### src/rtl/alu_tx_pkg.sv
// alu_tx_pkg: shared op codes, FSM states and ASCII helpers for alu_result_tx.
package alu_tx_pkg;
    typedef enum logic [2:0] {OP_ADD, OP_SUB, OP_AND, OP_OR, OP_XOR, OP_SHL, OP_SHR, OP_INV} op_e;
    typedef enum logic [2:0] {IDLE, CALC, LOAD, START, WAIT_HI, WAIT_LO} state_e;
    localparam logic [7:0] CR = 8'h0D;
    localparam logic [7:0] LF = 8'h0A;
    function automatic logic [7:0] hex_ascii(input logic [3:0] n);
        return (n < 4'd10) ? 8'h30 + {4'h0, n} : 8'h37 + {4'h0, n};
    endfunction
endpackage

### src/rtl/alu_core.sv
// alu_core: combinational ALU; ADD/SUB wrap, shifts use the low log2(WIDTH) bits of B.
module alu_core
    import alu_tx_pkg::*;
#(
    parameter int WIDTH = 16
) (
    input  logic [WIDTH-1:0] i_a,
    input  logic [WIDTH-1:0] i_b,
    input  op_e              i_op,
    output logic [WIDTH-1:0] o_result,
    output logic             o_err
);
    localparam int SW = $clog2(WIDTH);
    logic [SW-1:0] w_sh;
    assign w_sh = i_b[SW-1:0];
    always_comb begin
        o_result = '0;
        o_err    = 1'b0;
        case (i_op)
            OP_ADD:  o_result = i_a + i_b;
            OP_SUB:  o_result = i_a - i_b;
            OP_AND:  o_result = i_a & i_b;
            OP_OR:   o_result = i_a | i_b;
            OP_XOR:  o_result = i_a ^ i_b;
            OP_SHL:  o_result = i_a << w_sh;
            OP_SHR:  o_result = i_a >> w_sh;
            default: o_err    = 1'b1;
        endcase
    end
endmodule

### src/rtl/alu_result_tx.sv
// alu_result_tx: computes an ALU result on trigger and streams it to a UART byte by byte.
// Define ALU_RESULT_TX_ASCII_EN to send uppercase hex ASCII followed by CR LF instead of raw bytes.
module alu_result_tx
    import alu_tx_pkg::*;
#(
    parameter int WIDTH = 16,
    parameter int OPW   = 3
) (
    input  logic             clock,
    input  logic             resetn,
    input  logic [WIDTH-1:0] OP_A,
    input  logic [WIDTH-1:0] OP_B,
    input  logic [OPW-1:0]   operacion,
    input  logic             trigger,
    input  logic             tx_busy,
    output logic             tx_start,
    output logic [7:0]       tx_data,
    output logic [WIDTH-1:0] result,
    output logic             err,
    output logic             busy,
    output logic             done,
    output logic             overrun
);
    localparam int ND = WIDTH / 4;
`ifdef ALU_RESULT_TX_ASCII_EN
    localparam int NB = ND + 2;
`else
    localparam int NB = WIDTH / 8;
`endif
    localparam int CW = $clog2(NB + 1);

    state_e           r_state, w_next;
    logic [WIDTH-1:0] r_a, r_b, w_res;
    logic [OPW-1:0]   r_op;
    logic [2:0]       w_code;
    logic             w_err, w_last;
    logic [CW-1:0]    r_cnt;
    logic [7:0]       w_byte;

    // Codes beyond the 3-bit range are folded onto the invalid code.
    assign w_code  = (|(r_op >> 3)) ? 3'd7 : r_op[2:0];
    assign w_last  = (r_cnt == CW'(NB - 1));
    assign overrun = trigger && (r_state != IDLE);

    alu_core #(.WIDTH(WIDTH)) u_core (
        .i_a      (r_a),
        .i_b      (r_b),
        .i_op     (op_e'(w_code)),
        .o_result (w_res),
        .o_err    (w_err)
    );

`ifdef ALU_RESULT_TX_ASCII_EN
    logic [3:0] w_nib;
    assign w_nib  = 4'(result >> (4 * (ND - 1 - int'(r_cnt))));
    assign w_byte = (int'(r_cnt) < ND) ? hex_ascii(w_nib) : ((int'(r_cnt) == ND) ? CR : LF);
`else
    assign w_byte = 8'(result >> (8 * (NB - 1 - int'(r_cnt))));
`endif

    always_ff @(posedge clock or negedge resetn) begin
        if (!resetn) r_state <= IDLE;
        else         r_state <= w_next;
    end

    always_comb begin
        w_next = r_state;
        case (r_state)
            IDLE:    w_next = trigger ? CALC : IDLE;
            CALC:    w_next = LOAD;
            LOAD:    w_next = START;
            START:   w_next = tx_busy ? START : WAIT_HI;
            WAIT_HI: w_next = tx_busy ? WAIT_LO : WAIT_HI;
            WAIT_LO: w_next = tx_busy ? WAIT_LO : (w_last ? IDLE : LOAD);
            default: w_next = IDLE;
        endcase
    end

    always_ff @(posedge clock or negedge resetn) begin
        if (!resetn) begin
            r_a      <= '0;
            r_b      <= '0;
            r_op     <= '0;
            r_cnt    <= '0;
            result   <= '0;
            err      <= 1'b0;
            tx_data  <= '0;
            tx_start <= 1'b0;
            busy     <= 1'b0;
            done     <= 1'b0;
        end else begin
            tx_start <= (r_state == START) && !tx_busy;
            done     <= (r_state == WAIT_LO) && !tx_busy && w_last;
            if (r_state == IDLE && trigger) begin
                r_a  <= OP_A;
                r_b  <= OP_B;
                r_op <= operacion;
                busy <= 1'b1;
            end
            if (r_state == CALC) begin
                result <= w_res;
                err    <= w_err;
                r_cnt  <= '0;
            end
            if (r_state == LOAD) tx_data <= w_byte;
            if (r_state == WAIT_LO && !tx_busy) begin
                if (w_last) busy  <= 1'b0;
                else        r_cnt <= r_cnt + 1'b1;
            end
        end
    end
endmodule
### config.mk
export PLATFORM = sky130hd
export DESIGN_NAME = alu_result_tx
export DESIGN_NICKNAME = d
export VERILOG_FILES = /design/src/rtl/alu_tx_pkg.sv /design/src/rtl/alu_core.sv /design/src/rtl/alu_result_tx.sv
export SDC_FILE = /design/constraint.sdc
export NUM_CORES = 1
export LEC_CHECK = 0
export ABC_CLOCK_PERIOD_IN_PS = 9540
export CAP_MARGIN = 20
export CORE_ASPECT_RATIO = 1.1
export CORE_MARGIN = 5
export CORE_UTILIZATION = 39
export CTS_BUF_LIST = sky130_fd_sc_hd__clkbuf_4
export DETAILED_ROUTE_END_ITERATION = 8
export DONT_BUFFER_PORTS = 1
export PLACE_DENSITY_LB_ADDON = 0.15
export RECOVER_POWER = 25
export SLEW_MARGIN = 20
export SYNTH_ARGS = -nofsm -noshare
export SYNTH_HDL_FRONTEND = slang
export SYNTH_HIERARCHICAL = 1
export SYNTH_SLANG_ARGS = --single-unit
### constraint.sdc
create_clock -name clock -period 9.54 [get_ports clock]
set_input_delay 1.431 -clock clock [delete_from_list [all_inputs] [get_ports clock]]
set_output_delay 1.431 -clock clock [all_outputs]
set_load 0.01 [all_outputs]
==> results of run 1 <==
## cells in the mapped netlist (3+ instances only)
library cell / n / area [um^2]
buf_6: 4 / 45.0
and2_1: 5 / 31.3
nand2b_1: 8 / 50.1
o21ai_0: 14 / 70.1
a221oi_1: 3 / 26.3
dfrtp_1: 68 / 1700
mux2i_1: 29 / 290
buf_2: 10 / 50.1
o221ai_1: 4 / 35.0
o22ai_1: 13 / 81.3
nand2_1: 39 / 146
nand4_1: 6 / 37.5
o21ai_1: 6 / 30.0
xor2_1: 6 / 52.6
nor3_1: 5 / 25.0
ha_1: 49 / 613
inv_1: 36 / 135
buf_4: 5 / 37.5
buf_12: 3 / 60.1
nor4_1: 3 / 18.8
nor2_1: 39 / 146
mux2_2: 29 / 327
mux4_2: 9 / 203
a211oi_1: 11 / 82.6
a31oi_1: 5 / 31.3
nor2b_1: 7 / 43.8
a21o_1: 7 / 52.6
a21oi_1: 37 / 185
clkbuf_1: 20 / 75.1
nand3_1: 14 / 70.1
o211ai_1: 13 / 97.6
mux2_4: 30 / 450
o31ai_1: 6 / 45.0
a22oi_1: 18 / 135
and3_1: 4 / 25.0
a211o_1: 3 / 26.3
o2111ai_1: 4 / 35.0
xnor2_1: 17 / 149
## placed cells by master, fill, tap and decap left out, drive strengths merged, types with 7 or more instances in the layout
cell type   n
a21oi      37
nor2b       7
o21ai      20
xnor2      17
clkbuf      9
mux2i      29
nand2      39
o31ai       8
a211oi     11
nand2b      8
nor2       40
o22ai      13
dfrtp      68
nand3      15
o211ai     13
buf         8
inv        39
a22oi      18
mux2       60
mux4        9
ha         49
a21o        7
## final cells by class
class	count	share of cell area (%)
clock buffers	9	1.06
clock inverters	6	1.26
inverters	39	2.35
multi-input cells	485	63.6
flip-flops and latches	68	26.8
well taps	200	3.94
repair buffers	8	0.946
## sequential cells by signal, summed over array words and instances, names as in the netlist
name      cells
r_a          16
r_state       3
r_op          3
tx_start      1
result       16
done          1
err           1
busy          1
r_b          16
r_cnt         2
tx_data       8
## worst max-delay path: stages, from the launching register on
cell	delay, ns
dfrtp_1	0.52
nor2_1	0.60
and2_1	0.51
a31oi_1	0.11
xnor2_1	0.19
ha_1	0.36
a21o_1	0.23
or3_1	0.31
o21ai_1	0.29
o21ai_1	0.18
a41oi_1	0.25
nand3b_1	0.10
mux2_2	0.26
## path summary, 6_finish.rpt
check / startpoint / endpoint / slack, ns / cells after the start
max reg2reg: r_op[1] / result[15] / 5.51 / 12
min reg2reg: tx_data[2] / tx_data[2] / 0.57 / 2
max: r_op[1] / result[15] / 5.51 / 12
min: tx_data[2] / tx_data[2] / 0.57 / 2
max in group asynchronous: resetn / r_a[11] / 8.75 / 0
min in group asynchronous: resetn / done / 0.66 / 0
## metrics by stage
stage / worst slack (ns) / utilization [%] / std cells
2_1_floorplan: 6.07 / - / 637
3_3_place_gp: 5.73 / 39.7 / 800
3_5_place_dp: 5.65 / 39.7 / 800
4_1_cts: 5.61 / 40.6 / 815
5_1_grt: 5.27 / 40.6 / 815
6_report: 5.51 / 40.6 / 815
## routing by layer
layer	part of all wire, %	wire (um)	up-vias
li1	-	-	2301
met1	42	8450	2490
met2	45	9200	256
met3	7.6	1540	59
met4	5.5	1120	2
met5	0.064	13	-
## kinds of logic (layout without fill, tap and decap cells)
kind of cell / count (synthesis) / after routing
DFF: 68 / 68
buffers and inverters: 84 / 62
adders and majority gates: 50 / 50
AOI/OAI and AO/OA: 162 / 162
and+or+nand+nor: 152 / 152
xor gates and xnor gates: 23 / 23
muxes: 98 / 98
==> flow_metrics.env, run 1 <==
export IMPL_outcome="complete, no violations"
export IMPL_grt_pass1_vias=5076
export IMPL_grt_setup_unrepaired="no"
export IMPL_die_h_um=142
export IMPL_place_area_mm2=0.00620
export IMPL_area_sequential_mm2=0.00170
export IMPL_synthToLayoutAreaGrowth_pct=2.92
export IMPL_finalClockSkew_ns=0.0126
export IMPL_via_per_inst=6.27
export IMPL_synth_adder_area_share_pct=10.3
export IMPL_slew_violations=0
export IMPL_hold_ws_ns=0.565
export IMPL_num_fill_cells=1572
export IMPL_vias=5108
export IMPL_hold_viol=0
export IMPL_final_min_clock_period_ns=4.03
export IMPL_synth_edff_count=0
export IMPL_ctsResizeCount=0
export IMPL_first_pass_iters=5
export IMPL_grt_use_met3_pct=5.91
export IMPL_period_share_pct=42.2
export IMPL_diodes=0
export IMPL_setup_tns_ns=0
export IMPL_pin_count=68
export IMPL_drive_gt1_share_pct=18.0
export IMPL_layout_nets=700
export IMPL_cts_tree="yes"
export IMPL_cap_violations=0
export IMPL_clock_latency_ns=0.44
export IMPL_globalplace_congestion=1.01
export IMPL_core_mm2=0.0156
export IMPL_dp_hpwl_mm=15.4
export IMPL_initial_core_util_pct=39.5
export IMPL_die_w_um=130
export IMPL_post_route_drc_count=0
export IMPL_synth_compound_gate_area_share_pct=18.0
export IMPL_critPathCaptureType="flip-flop"
export IMPL_grt_max_degree=69
export IMPL_antenna_found_initial=1
export IMPL_synthMuxAreaShare_pct=20.8
export IMPL_max_slew_margin_pct=37.4
export IMPL_root_buffer="clkbuf_4"
export IMPL_clock_path_buffers=2
export IMPL_synth_distinct_cells=75
export IMPL_yosys_area_share_simple_pct=12.9
export IMPL_cts_setup_buffers=0
export IMPL_grt_first_pass_wirelength_mm=30.9
export IMPL_syn_nets=726
export IMPL_synthCells=637
export IMPL_ys_seq_elements=68
export IMPL_ys_warn_count=6
export IMPL_start_kind="flip-flop"
export IMPL_synth_area_per_cell_um2=9.68
export IMPL_stdcell_area_mm2=0.00635
export IMPL_ys_async_sr_fraction_pct=100
export IMPL_die_area_mm2=0.0184
export IMPL_max_freq_ghz=0.248
export IMPL_synth_xor_area_share_pct=3.27
export IMPL_worstPathArrival_ns=4.36
export IMPL_num_rows=48
export IMPL_grt_util_met2_pct=34.3
export IMPL_initialDrtViolationCount=441
export IMPL_crit_type="reg2reg"
export IMPL_ys_flop_type="dfrtp_1"
export IMPL_htreeDepth=3
export IMPL_ant_nets=0
export IMPL_setup_viol=0
export IMPL_ys_seq_area_share_pct=27.6
export IMPL_cts_buffers=9
export IMPL_grt_overflow_total=0
export IMPL_synth_top_family_by_area="multiplexers"
export IMPL_synth_area_mm2=0.00617
export IMPL_groute_usage_overall_pct=22.2
export IMPL_post_drt_wl_per_cell_um=24.9
export IMPL_cts_sinks=68
export IMPL_ctsHoldBuffers=0
export IMPL_max_slew_worst_pin_slew_ns=0.937
export IMPL_busiest_layer="met2"
export IMPL_required_ns=9.87
export IMPL_cp_max_fo=12
export IMPL_wl_mm=20.3
export IMPL_port_buffers=0
export IMPL_multiInputGateArea_mm2=0.00404
export IMPL_min_delay_path_class="reg2reg"
export IMPL_use_met1_pct=28.1
export IMPL_clkTransAtPathRegs_ns=0.12
Power of run 1 is not shown: default switching activity piles up to over one toggle a cycle in this logic, so the estimate is an artifact.
==> inputs of run 2 (changes only) <==
--- a/config.mk
+++ b/config.mk
@@ -5,7 +5,8 @@
 export SDC_FILE = /design/constraint.sdc
 export NUM_CORES = 1
 export LEC_CHECK = 0
-export ABC_CLOCK_PERIOD_IN_PS = 9540
+export ABC_AREA = 1
+export ABC_CLOCK_PERIOD_IN_PS = 3840
 export CAP_MARGIN = 20
 export CORE_ASPECT_RATIO = 1.1
 export CORE_MARGIN = 5
==> constraint.sdc (replaced) <==
create_clock -name clock -period 3.84 [get_ports clock]
set_input_delay 0.576 -clock clock [delete_from_list [all_inputs] [get_ports clock]]
set_output_delay 0.576 -clock clock [all_outputs]
set_load 0.01 [all_outputs]
==> flow_metrics.env, run 2 <==
export IMPL_outcome="finished with violations"
export IMPL_violations="max-capacitance violations, max-slew violations"
export IMPL_pwr_share_clk_pct=6.9
export IMPL_ys_warn_count=6
export IMPL_dp_cells=1164
export IMPL_final_min_clock_period_ns=3.29
export IMPL_max_slew_margin_pct=-15.9
export IMPL_r2r_slack_ns=0.55
export IMPL_start_kind="flip-flop"
export IMPL_required_ns=4.22
export IMPL_synth_top_area_cell="dfrtp_1"
export IMPL_dp_hpwl_mm=14.3
export IMPL_grt_max_degree=73
export IMPL_grt_setup_unrepaired="no"
export IMPL_synth_area_mm2=0.00648
export IMPL_synthDominantCellAreaShare_pct=26.3
export IMPL_cts_sinks=68
export IMPL_use_met1_pct=27.7
export IMPL_cts_setup_buffers=0
export IMPL_yosys_top_cells_count="nand2_1 (335), inv_1 (135), nand3_1 (94), dfrtp_1 (68), nor2_1 (58)"
export IMPL_cts_buffers=9
export IMPL_vias=6023
export IMPL_worstPathArrival_ns=3.68
export IMPL_intPower_mw=2.93
export IMPL_reg_top3="r_a x16, r_b x16, result x16"
export IMPL_synth_most_common_cell="nand2_1"
export IMPL_crit_chain="inv_1, ha_1, inv_1, nor3_1, nand3_1, nor3_1, o21a_1, nor2_1, ha_1, nand2_1, nand2_1, o21bai_1, nor2_1, nand2_1, nand2_1, nand3_1, nand2_1, inv_1, o21ai_0"
export IMPL_die_w_um=133
export IMPL_finalClockSkew_ns=0.0342
export IMPL_period_share_pct=85.8
export IMPL_post_route_drc_count=0
export IMPL_hold_path_end="r_a[4]"
export IMPL_netlist_top_cells_area="dfrtp_1 (26%), nand2_1 (19%), ha_1 (9.5%)"
export IMPL_final_common_cell="nand2_1"
export IMPL_grt_util_met2_pct=30.4
export IMPL_clkTransAtPathRegs_ns=0.15
export IMPL_synthCells=987
export IMPL_vdd_ir_drop_max_uv=425
export IMPL_pin_count=68
export IMPL_clock_latency_ns=0.47
export IMPL_busiest_layer="met2"
export IMPL_pre_cts_ws_ns=0.608
export IMPL_synth_distinct_cells=41
export IMPL_ys_async_sr_fraction_pct=100
export IMPL_critPathCaptureType="flip-flop"
export IMPL_wl_mm=18.8
export IMPL_syn_nets=1076
export IMPL_diodes=0
export IMPL_hold_ws_ns=0.223
export IMPL_area_sequential_mm2=0.00170
export IMPL_multiInputGateArea_mm2=0.00400
export IMPL_antenna_found_initial=0
export IMPL_final_cell_mix="nand2_1 (335), inv_1 (135), nand3_1 (94)"
export IMPL_num_fill_cells=1794
export IMPL_ys_seq_area_share_pct=26.3
export IMPL_globalplace_congestion=0.967
export IMPL_finalWorstSetupSlack_ns=0.545
export IMPL_drive_gt1_share_pct=8.38
export IMPL_synth_edff_count=0
export IMPL_cts_tree="yes"
export IMPL_groute_usage_overall_pct=19.7
export IMPL_r2r_start="r_b[0]"
export IMPL_seq_power_share_pct=21.7
export IMPL_max_freq_ghz=0.304
export IMPL_root_buffer="clkbuf_4"
export IMPL_layout_nets=1062
export IMPL_p_leak_nw=3.57
export IMPL_first_pass_iters=5
export IMPL_fin_cells=1182
export IMPL_num_rows=49
export IMPL_setup_tns_ns=0
export IMPL_hold_depth=2
export IMPL_die_h_um=145
export IMPL_cp_slowest_stage_delay_ns=0.52
export IMPL_ctsResizeCount=0
export IMPL_initial_core_util_pct=39.6
export IMPL_worstReg2RegEnd="result[13]"
export IMPL_grt_use_met3_pct=4.47
export IMPL_p_total_mw=7.09
export IMPL_ys_flop_type="dfrtp_1"
export IMPL_grt_first_pass_wirelength_mm=30.4
export IMPL_hold_viol=0
export IMPL_cp_max_fo=7
export IMPL_initialDrtViolationCount=433
export IMPL_core_mm2=0.0164
export IMPL_cpMaxStageDelayCell="nor3_1"
export IMPL_min_delay_path_class="in2reg"
export IMPL_ant_nets=0
export IMPL_clock_path_buffers=2
export IMPL_grt_pass1_vias=5798
export IMPL_comb_power_share_pct=71.4
export IMPL_cpMostUsedCell="nand2_1"
export IMPL_htreeDepth=3
export IMPL_crit_type="reg2reg"
export IMPL_port_buffers=0
export IMPL_ctsHoldBuffers=2
export IMPL_synth_area_per_cell_um2=6.56
export IMPL_grt_overflow_total=0
export IMPL_post_drt_wl_per_cell_um=15.9
export IMPL_p_per_area_mw_per_mm2=1060
export IMPL_synthToLayoutAreaGrowth_pct=3.38
export IMPL_slew_violations=69
export IMPL_die_area_mm2=0.0193
export IMPL_via_per_inst=5.10
export IMPL_p_sw_mw=4.17
export IMPL_r2r_cells=19
export IMPL_max_slew_worst_pin_slew_ns=1.74
export IMPL_ys_seq_elements=68
export IMPL_holdCritStartpoint="OP_A[4]"
export IMPL_cap_violations=1
export IMPL_setup_viol=0
export IMPL_swShare_pct=58.7
[run 2: area by class of cell]
| type | instances | share of cell area, % |
|---|---|---|
| tap | 204 | 3.81 |
| timing repair buffer | 8 | 0.897 |
| inverter | 145 | 8.16 |
| sequential | 68 | 25.4 |
| clock buffer | 9 | 1.01 |
| multi-input combinational | 741 | 59.7 |
| clock inverter | 7 | 0.990 |
[run 2: kinds of logic (layout without fill, tap and decap cells)]
group | after synthesis | after routing | synth area share, %
AND/OR/NAND/NOR | 537 | 537 | 36.3
buffers and inverters | 178 | 169 | 12.0
AO/OA/AOI/OAI | 139 | 139 | 13.7
flip-flops | 68 | 68 | 26.3
adder cells (fa/ha/maj) | 50 | 50 | 9.77
XOR/XNOR | 15 | 15 | 2.03
[run 2: per-layer routing]
metal,share of wire (%),vias up
met5,0,-
met2,44,199
met3,7.0,20
met4,1.9,0
li1,-,3114
met1,47,2690
[run 2: power groups by stage]
stage	Combinational, mW	Sequential, mW	Clock [mW]
floorplan	3.97	1.38	0
global placement	4.98	1.55	0
detailed placement	5.00	1.56	0
CTS	5.04	1.54	0.511
global route	5.80	1.60	0.547
finish	5.06	1.54	0.491
[run 2: worst max-delay path, delay by kind of cell (launching register included)]
family / cells / cell delay (ns)
AO/OA/AOI/OAI: 3 / 0.44
adder cells (fa/ha/maj): 2 / 0.51
buffers and inverters: 3 / 0.15
flip-flops: 1 / 0.39
AND/OR/NAND/NOR: 11 / 1.72
[run 2: worst max path at each step]
stage	slack (ns)	end	cells past startpoint	startpoint
floorplan	0.74	result[7]	19	r_b[1]
global placement	0.66	result[13]	19	r_b[0]
detailed placement	0.61	result[13]	18	r_op[1]
CTS	0.57	result[13]	18	r_op[1]
global route	0.18	result[13]	18	r_op[1]
finish	0.55	result[13]	19	r_b[0]
[run 2: metrics by stage]
step | util (%) | instance area, um^2
detailed placement | 40.0 | 6550
global route | 40.9 | 6700
global placement | 40.0 | 6550
finish | 40.9 | 6700
floorplan | - | 6480
CTS | 41.1 | 6720
Power figures use the tool's default switching activity.
==> inputs of run 3 (changes only) <==
--- a/config.mk
+++ b/config.mk
@@ -14,7 +14,6 @@
 export CTS_BUF_LIST = sky130_fd_sc_hd__clkbuf_4
 export DETAILED_ROUTE_END_ITERATION = 8
 export DONT_BUFFER_PORTS = 1
-export PLACE_DENSITY_LB_ADDON = 0.15
 export RECOVER_POWER = 25
 export SLEW_MARGIN = 20
 export SYNTH_ARGS = -nofsm -noshare
==> flow_metrics.env, run 3 (synthesis gave the netlist of run 2 again) <==
export IMPL_cap_violations=1
export IMPL_cts_tree="yes"
export IMPL_final_cell_mix="nand2_1 (335), inv_1 (135), nand3_1 (94)"
export IMPL_grt_overflow_total=0
export IMPL_stdcell_area_mm2=0.00670
export IMPL_outcome="finished with violations"
export IMPL_synthToLayoutAreaGrowth_pct=3.38
export IMPL_grt_pass1_vias=5687
export IMPL_critPathCaptureType="flip-flop"
export IMPL_p_per_area_mw_per_mm2=1050
export IMPL_initialDrtViolationCount=529
export IMPL_pre_cts_ws_ns=0.632
export IMPL_htreeDepth=3
export IMPL_swShare_pct=58.5
export IMPL_max_slew_worst_pin_slew_ns=1.70
export IMPL_ctsResizeCount=0
export IMPL_cts_buffers=9
export IMPL_final_min_clock_period_ns=3.32
export IMPL_violations="max-capacitance violations, max-slew violations"
export IMPL_post_route_drc_count=0
export IMPL_post_drt_wl_per_cell_um=15.7
export IMPL_diodes=0
export IMPL_clock_latency_ns=0.46
export IMPL_drive_gt1_share_pct=8.38
export IMPL_reg_top3="r_a x16, r_b x16, result x16"
export IMPL_required_ns=4.19
export IMPL_finalClockSkew_ns=0.0324
export IMPL_die_h_um=145
export IMPL_grt_first_pass_wirelength_mm=29.7
export IMPL_num_rows=49
export IMPL_die_area_mm2=0.0193
export IMPL_comb_power_share_pct=71.3
export IMPL_globalplace_congestion=0.959
export IMPL_core_mm2=0.0164
export IMPL_max_slew_margin_pct=-13.4
export IMPL_pwr_share_clk_pct=6.8
export IMPL_setup_tns_ns=0
export IMPL_via_per_inst=5.13
export IMPL_vdd_ir_drop_max_uv=498
export IMPL_period_share_pct=86.3
export IMPL_max_freq_ghz=0.302
export IMPL_cp_slowest_stage_delay_ns=0.49
export IMPL_path_delay_family="simple AND/OR/NAND/NOR gates"
export IMPL_antenna_found_initial=0
export IMPL_dp_hpwl_mm=14.2
export IMPL_grt_max_degree=73
export IMPL_initial_core_util_pct=39.6
export IMPL_crit_buf_inv=3
export IMPL_finalWorstSetupSlack_ns=0.524
export IMPL_groute_usage_overall_pct=19.1
export IMPL_slew_violations=69
export IMPL_cts_sinks=68
export IMPL_cp_max_fo=7
export IMPL_crit_type="reg2reg"
export IMPL_setup_viol=0
export IMPL_cts_setup_buffers=0
export IMPL_final_common_cell="nand2_1"
export IMPL_intPower_mw=2.93
export IMPL_seq_power_share_pct=21.9
export IMPL_first_pass_iters=6
export IMPL_clock_path_buffers=2
export IMPL_p_sw_mw=4.14
export IMPL_vias=6067
export IMPL_start_kind="flip-flop"
export IMPL_die_w_um=133
export IMPL_port_buffers=0
export IMPL_pin_count=68
export IMPL_grt_setup_unrepaired="no"
export IMPL_layout_nets=1062
export IMPL_cpMostUsedCell="nand2_1"
export IMPL_worstPathArrival_ns=3.67
export IMPL_wl_mm=18.5
export IMPL_ant_nets=0
export IMPL_cpMaxStageDelayCell="nor3_1"
export IMPL_place_area_mm2=0.00655
export IMPL_clkTransAtPathRegs_ns=0.15
export IMPL_p_leak_nw=3.57
export IMPL_crit_chain="inv_1, ha_1, inv_1, nor3_1, nand3_1, nor3_1, o21a_1, nor2_1, ha_1, nand2_1, nand2_1, o21bai_1, nor2_1, nand2_1, nand2_1, nand3_1, nand2_1, inv_1, o21ai_0"
export IMPL_min_delay_path_class="in2reg"
export IMPL_hold_viol=0
export IMPL_root_buffer="clkbuf_4"
export IMPL_p_total_mw=7.06
## run 3: cell counts in the layout (fill, tap and decap cells not counted)
No cell type changed its count.
## run 3: final timing paths
| check | from | endpoint | slack [ns] | cells past startpoint |
|---|---|---|---|---|
| hold reg to reg | tx_data[1] | tx_data[1] | 0.56 | 2 |
| min in group asynchronous | resetn | result[1] | 1.05 | 2 |
| max in group asynchronous | resetn | r_op[0] | 1.71 | 2 |
| setup reg to reg | r_b[0] | result[13] | 0.52 | 19 |
| setup / recovery | r_b[0] | result[13] | 0.52 | 19 |
| hold / removal | operacion[2] | r_op[2] | 0.23 | 2 |
## run 3: routing by layer
layer  part of all wire (%)  vias to the layer above  global-route usage (%)
met5                      0                        -                       0
met4                    2.3                        0                    6.34
met3                    7.7                       24                    3.84
met2                     43                      215                    29.0
met1                     47                     2714                    27.0
li1                       -                     3114                       -
## run 3: final cells by class
class	count	area, um^2
flip-flops and latches	68	1700
well taps	204	255
inverters	145	547
multi-input cells	741	4000
fillers	1801	9670
clock buffers	9	67.6
clock inverters	7	66.3
repair buffers	8	60.1
## run 3: worst register-to-register path, delay by kind of cell (launching register included)
kind,cells,cell delay [ns]
buffers and inverters,3,0.17
flip-flops,1,0.39
adder cells (fa/ha/maj),2,0.52
AND/OR/NAND/NOR,11,1.72
AO/OA/AOI/OAI,3,0.44
## run 3: what timing repair did
action                                  4_1_cts  5_1_grt
endpoints found under the hold margin        68        0
hold buffers                                  2        0
endpoints found under the setup margin        0        0
## run 3: power by group through the flow
stage          sequential (mW)  combinational (mW)  clock [mW]
6_report                  1.55                5.04       0.483
5_1_grt                   1.60                5.73       0.544
4_1_cts                   1.55                5.00       0.499
3_5_place_dp              1.57                4.97           0
3_3_place_gp              1.56                4.93           0
2_1_floorplan             1.38                3.97           0
## run 3: stage by stage
stage,hold WS (ns),instances,utilization (%)
floorplan,0.280,987,-
global placement,0.283,1164,40.0
detailed placement,0.283,1164,40.0
CTS,0.203,1182,41.1
global route,0.205,1182,40.9
finish,0.230,1182,40.9
